--- src/rtl/clct_cclut_latch.sv ---
// clct_cclut_latch
// Samples the best pattern/key/comparator code from the per-CFEB ccLUT sorter
// every clock, qualifies it against hit and pattern-ID thresholds, applies a
// programmable trigger dead time and buffers accepted CLCTs in a small
// first-word-fall-through FIFO that the readout logic drains via valid/read.
//
// Ports
//   clock_i       system clock
//   reset_i       asynchronous active-high reset
//   best_pat_i    best pattern: [6:4] layer hits, [3:0] pattern ID
//   best_key_i    best key 1/2-strip within this CFEB
//   best_carry_i  best comparator code
//   cfeb_id_i     static CFEB index, prepended to the key
//   hit_thresh_i  minimum layer hit count
//   pid_thresh_i  minimum pattern ID
//   dead_time_i   trigger dead time in clocks, 0 = none
//   clct_rd_i     pop the head entry (ignored while empty)
//   clct_vld_o    FIFO not empty
//   clct_word_o   head entry {cfeb_id,key,pat,carry}, 0 when empty
//   fifo_full_o   FIFO holds FIFO_DEPTH entries
//   trig_cnt_o    accepted-trigger count, saturating
//   ovf_cnt_o     dropped-trigger count, saturating
module clct_cclut_latch #(
    parameter int MXPATB     = 7,
    parameter int MXKEYB     = 5,
    parameter int MXPATC     = 11,
    parameter int MXCFEBB    = 3,
    parameter int FIFO_DEPTH = 4,
    parameter int MXWORD     = MXCFEBB + MXKEYB + MXPATB + MXPATC
) (
    input  logic                clock_i,
    input  logic                reset_i,
    input  logic [MXPATB-1:0]   best_pat_i,
    input  logic [MXKEYB-1:0]   best_key_i,
    input  logic [MXPATC-1:0]   best_carry_i,
    input  logic [MXCFEBB-1:0]  cfeb_id_i,
    input  logic [2:0]          hit_thresh_i,
    input  logic [3:0]          pid_thresh_i,
    input  logic [3:0]          dead_time_i,
    input  logic                clct_rd_i,
    output logic                clct_vld_o,
    output logic [MXWORD-1:0]   clct_word_o,
    output logic                fifo_full_o,
    output logic [15:0]         trig_cnt_o,
    output logic [7:0]          ovf_cnt_o
);

    localparam int PTRB = $clog2(FIFO_DEPTH);
    localparam int CNTB = PTRB + 1;

    typedef enum logic {
        IDLE = 1'b0,
        DEAD = 1'b1
    } state_t;

    state_t             state_q, state_d;
    logic [3:0]         dead_cnt_q, dead_cnt_d;

    logic [MXWORD-1:0]  mem_q [FIFO_DEPTH];
    logic [PTRB-1:0]    rd_ptr_q, wr_ptr_q;
    logic [CNTB-1:0]    occ_q;
    logic [15:0]        trig_cnt_q;
    logic [7:0]         ovf_cnt_q;

    logic               qualify;
    logic               trigger;
    logic               fifo_empty;
    logic               fifo_full;
    logic               pop;
    logic               push;
    logic               drop;
    logic [MXWORD-1:0]  new_word;

    // A pattern with zero layer hits is never a trigger, even with both
    // thresholds at zero.
    assign qualify = (best_pat_i[6:4] != 3'd0)
                   & (best_pat_i[6:4] >= hit_thresh_i)
                   & (best_pat_i[3:0] >= pid_thresh_i);

    assign fifo_empty = (occ_q == '0);
    assign fifo_full  = (occ_q == CNTB'(FIFO_DEPTH));
    assign pop        = clct_rd_i & ~fifo_empty;

    // A full FIFO can still accept a trigger when the head leaves at the same
    // edge; only a full FIFO with no pop drops the entry.
    assign push = trigger & (~fifo_full | pop);
    assign drop = trigger & fifo_full & ~pop;

    assign new_word = {cfeb_id_i, best_key_i, best_pat_i, best_carry_i};

    // Dead-time state register.
    always_ff @(posedge clock_i or posedge reset_i) begin
        if (reset_i) begin
            state_q    <= IDLE;
            dead_cnt_q <= 4'd0;
        end else begin
            state_q    <= state_d;
            dead_cnt_q <= dead_cnt_d;
        end
    end

    // Next-state logic. The dead count is latched once at the trigger, so
    // later dead_time changes do not stretch or shorten a running window.
    // Leaving DEAD on the clock the count reads 1 blocks exactly dead_time
    // edges after the trigger.
    always_comb begin
        state_d    = state_q;
        dead_cnt_d = dead_cnt_q;
        trigger    = 1'b0;
        case (state_q)
            IDLE: begin
                if (qualify) begin
                    trigger    = 1'b1;
                    dead_cnt_d = dead_time_i;
                    if (dead_time_i != 4'd0) begin
                        state_d = DEAD;
                    end
                end
            end
            DEAD: begin
                dead_cnt_d = dead_cnt_q - 4'd1;
                if (dead_cnt_q == 4'd1) begin
                    state_d = IDLE;
                end
            end
            default: begin
                state_d    = IDLE;
                dead_cnt_d = 4'd0;
            end
        endcase
    end

    // FIFO storage and pointers; pointers wrap naturally because the depth
    // is a power of two.
    always_ff @(posedge clock_i or posedge reset_i) begin
        if (reset_i) begin
            for (int i = 0; i < FIFO_DEPTH; i++) begin
                mem_q[i] <= '0;
            end
            rd_ptr_q <= '0;
            wr_ptr_q <= '0;
            occ_q    <= '0;
        end else begin
            if (push) begin
                mem_q[wr_ptr_q] <= new_word;
                wr_ptr_q        <= wr_ptr_q + 1'b1;
            end
            if (pop) begin
                rd_ptr_q <= rd_ptr_q + 1'b1;
            end
            if (push && !pop) begin
                occ_q <= occ_q + CNTB'(1);
            end else if (pop && !push) begin
                occ_q <= occ_q - CNTB'(1);
            end
        end
    end

    // Saturating accepted/dropped trigger counters.
    always_ff @(posedge clock_i or posedge reset_i) begin
        if (reset_i) begin
            trig_cnt_q <= 16'd0;
            ovf_cnt_q  <= 8'd0;
        end else begin
            if (push && (trig_cnt_q != 16'hFFFF)) begin
                trig_cnt_q <= trig_cnt_q + 16'd1;
            end
            if (drop && (ovf_cnt_q != 8'hFF)) begin
                ovf_cnt_q <= ovf_cnt_q + 8'd1;
            end
        end
    end

    assign clct_vld_o  = ~fifo_empty;
    assign clct_word_o = fifo_empty ? '0 : mem_q[rd_ptr_q];
    assign fifo_full_o = fifo_full;
    assign trig_cnt_o  = trig_cnt_q;
    assign ovf_cnt_o   = ovf_cnt_q;

endmodule
--- config.mk ---
export PLATFORM = sky130hd
export DESIGN_NAME = clct_cclut_latch
export DESIGN_NICKNAME = d
export VERILOG_FILES = /design/src/rtl/clct_cclut_latch.sv
export SDC_FILE = /design/constraint.sdc
export NUM_CORES = 1
export LEC_CHECK = 0
export CORE_ASPECT_RATIO = 2
export CORE_MARGIN = 1.5
export CORE_UTILIZATION = 45
export CTS_CLUSTER_SIZE = 25
export DETAILED_ROUTE_END_ITERATION = 6
export PLACE_DENSITY_LB_ADDON = 0.12
export SLEW_MARGIN = 20
export SYNTH_ARGS = -nofsm -noshare
export SYNTH_HDL_FRONTEND = slang
export SYNTH_SLANG_ARGS = --single-unit
--- constraint.sdc ---
create_clock -name clock_i -period 7.31 [get_ports clock_i]
set_clock_uncertainty 0.15 [all_clocks]
set_input_delay 1.462 -clock clock_i [delete_from_list [all_inputs] [get_ports clock_i]]
set_output_delay 1.462 -clock clock_i [all_outputs]
set_load 0.005 [all_outputs]
==> flow_summary.json <==
{
  "cp_max_fo": 27,
  "switching_power_w": 0.000924,
  "hold_path_class": "flop to flop",
  "power_w": 0.00352,
  "clk_path_buf_depth": 2,
  "synthDominantCellAreaShare": 0.526,
  "grt_pass1_vias": 4608,
  "cts_setup_buffers": 0,
  "ios": 92,
  "end_kind": "output port",
  "grt_max_degree": 89,
  "antenna_found_initial": 0,
  "peakVddDrop_v": 0.000213,
  "drc": 0,
  "yosys_warnings": 0,
  "rsz0062_at_grt": "no",
  "n_antenna_cell": 0,
  "ctsHoldBuffers": 0,
  "initial_utilization": 0.461,
  "htreeDepth": 4,
  "pwr-share-seq": 0.375,
  "vias_per_cell": 5.39,
  "finalCritPeriodShare": 0.588,
  "switching_share": 0.263,
  "p_int_w": 0.00260,
  "routabilityCongestion": 0.732,
  "synth_largest_area_cell": "dfrtp_1",
  "clk_latency_ps": 420,
  "io_buffer_count": 91,
  "min_path_cells": 1,
  "multi_input_comb_area_sq_mm": 0.00296,
  "core.rowCount": 62,
  "die-area_sq_mm": 0.0156,
  "syn-cell-area_sq_mm": 0.00666,
  "cts_resized": 0,
  "wire_per_inst_um": 17.9,
  "synth_fp_nets": 530,
  "start_kind": "flop",
  "drv_cap": 0,
  "drive_gt1_frac": 0.302,
  "first_pass_iters": 4,
  "fillers": 1221,
  "final_nets": 621,
  "status": "complete, no violations",
  "final_common_cell": "dfrtp_1",
  "critPathArrivalTime_ps": 2680,
  "cp.required_ps": 5700,
  "clkPwrFrac": 0.294,
  "synth_flop_cell": "dfrtp_1",
  "cts_tree": "built",
  "worst-slew-pin-transition_ps": 964,
  "worst_slack_ps": 3010,
  "syn_avg_cell_area_sq_um": 14.1,
  "final.setup.tns_ps": 0,
  "die_y_um": 175,
  "vias": 4140,
  "final_hold_viol_count": 0,
  "wl_met3_um": 436,
  "core_sq_mm": 0.0144,
  "wl_met1_mm": 5.48,
  "synth_edf_count": 0,
  "setup_viol": 0,
  "pwr-share-comb": 0.331,
  "wirelength_mm": 13.8,
  "finalCriticalPeriod_ps": 4300,
  "ys_seq_area_frac": 0.526,
  "synthCells": 473,
  "regArea_sq_mm": 0.00350,
  "drt_iter0_markers": 179,
  "finalMaxSlewViolations": 0,
  "async_flop_share": 1.00,
  "pre_cts_slack_ps": 2790,
  "dieWidth_um": 89.0,
  "clock_sinks": 140,
  "power_leakage_nw": 3.82,
  "grt_usage": 0.199,
  "clkTransAtPathRegs_ps": 60,
  "fmax_ghz": 0.233,
  "cts_root_buf": "clkbuf_16",
  "grt_pass1_wl_mm": 23.4,
  "p_per_area_mw_per_mm2": 418,
  "cts_buffers": 17,
  "area_growth_pct": 26.6,
  "ant_nets": 0,
  "wl_met2_mm": 7.63,
  "reg2reg_slack_ps": 4520,
  "relSlewSlack": 0.357,
  "ys_top_cells_by_area": "dfrtp_1 (53%), mux2_2 (18%), mux4_2 (8.8%)",
  "final_cell_mix": "dfrtp_1 (139), mux2_2 (108), clkdlybuf4s50_1 (91)",
  "hpwlAfterDp_mm": 8.90,
  "crit_type": "flop to output port",
  "ys_seq_elements": 140,
  "dr.max_layer_used": "met4",
  "overflow": 0,
  "r2r_cells": 8,
  "synth_cell_type_count": 45
}
cell usage after synthesis, types with 3 or more instances:
library cell,n
buf_4,8
nor3_1,4
nor4_1,4
nand2b_1,4
nor2_1,3
xor2_1,13
nor4b_1,4
and2_1,29
nand4_1,7
nand2_1,10
xnor2_1,12
and3_1,4
a21oi_1,3
mux2_2,108
dfrtp_1,140
clkbuf_1,8
nand2_2,4
mux4_2,26
ha_1,16
inv_1,18
or3_1,4
buf_2,3
mux2i_1,3
nand3_1,13
cell type report:
type / count / area share
multi-input combinational: 293 / 0.352
inverter: 18 / 0.00861
timing repair buffer: 94 / 0.111
clock inverter: 12 / 0.0316
clock buffer: 19 / 0.0526
tap: 192 / 0.0285
sequential: 140 / 0.416
cells by family after synthesis:
kind of cell             Yosys count  synth area share
AO/OA/AOI/OAI                     17            0.0175
adder cells (fa/ha/maj)           17            0.0331
XOR/XNOR                          25            0.0329
flip-flops                       140             0.526
AND/OR/NAND/NOR                   97            0.0866
multiplexers                     137             0.275
buffers and inverters             40            0.0287
power groups by stage:
stage,Sequential [W],Combinational (W),Clock (W)
after floorplan,0.00122,0.000812,0
after global placement,0.00131,0.00115,0
after detailed placement,0.00134,0.00119,0
after CTS,0.00133,0.00119,0.00106
after global routing,0.00137,0.00128,0.00109
final,0.00132,0.00116,0.00104
sequential cells by signal (all words and copies together), names as in the netlist:
name / flops
mem_q: 104
trig_cnt_o: 16
ovf_cnt_o: 8
dead_cnt_q: 4
occ_q: 3
rd_ptr_q: 2
wr_ptr_q: 2
state_q: 1
per-stage QoR:
stage,util,hold WS [ps],area (sq um),instances
global placement,0.535,326,7710,737
detailed placement,0.535,333,7710,737
global route,0.584,355,8430,768
floorplan,-,311,6660,473
CTS,0.584,347,8420,768
finish,0.584,347,8430,768
path summary, 6_finish.rpt:
kind	from	end
setup / recovery	rd_ptr_q[1]	clct_word_o[15]
max in group asynchronous	reset_i	rd_ptr_q[1]
setup reg to reg	occ_q[1]	occ_q[2]
hold / removal	rd_ptr_q[0]	rd_ptr_q[0]
min in group asynchronous	reset_i	ovf_cnt_o[3]
hold reg to reg	rd_ptr_q[0]	rd_ptr_q[0]
worst max-delay path, stage by stage (launching register included):
cell             delay, ps
dfrtp_2               1000
mux4_2                 650
and2_1                 180
clkdlybuf4s50_1        440
per-layer routing:
layer,vias to the layer above,global-route usage
met1,2147,0.236
met5,-,0
met3,15,0.0373
met4,0,0.0731
met2,84,0.349
li1,1894,-
Power figures use the tool's default switching activity.
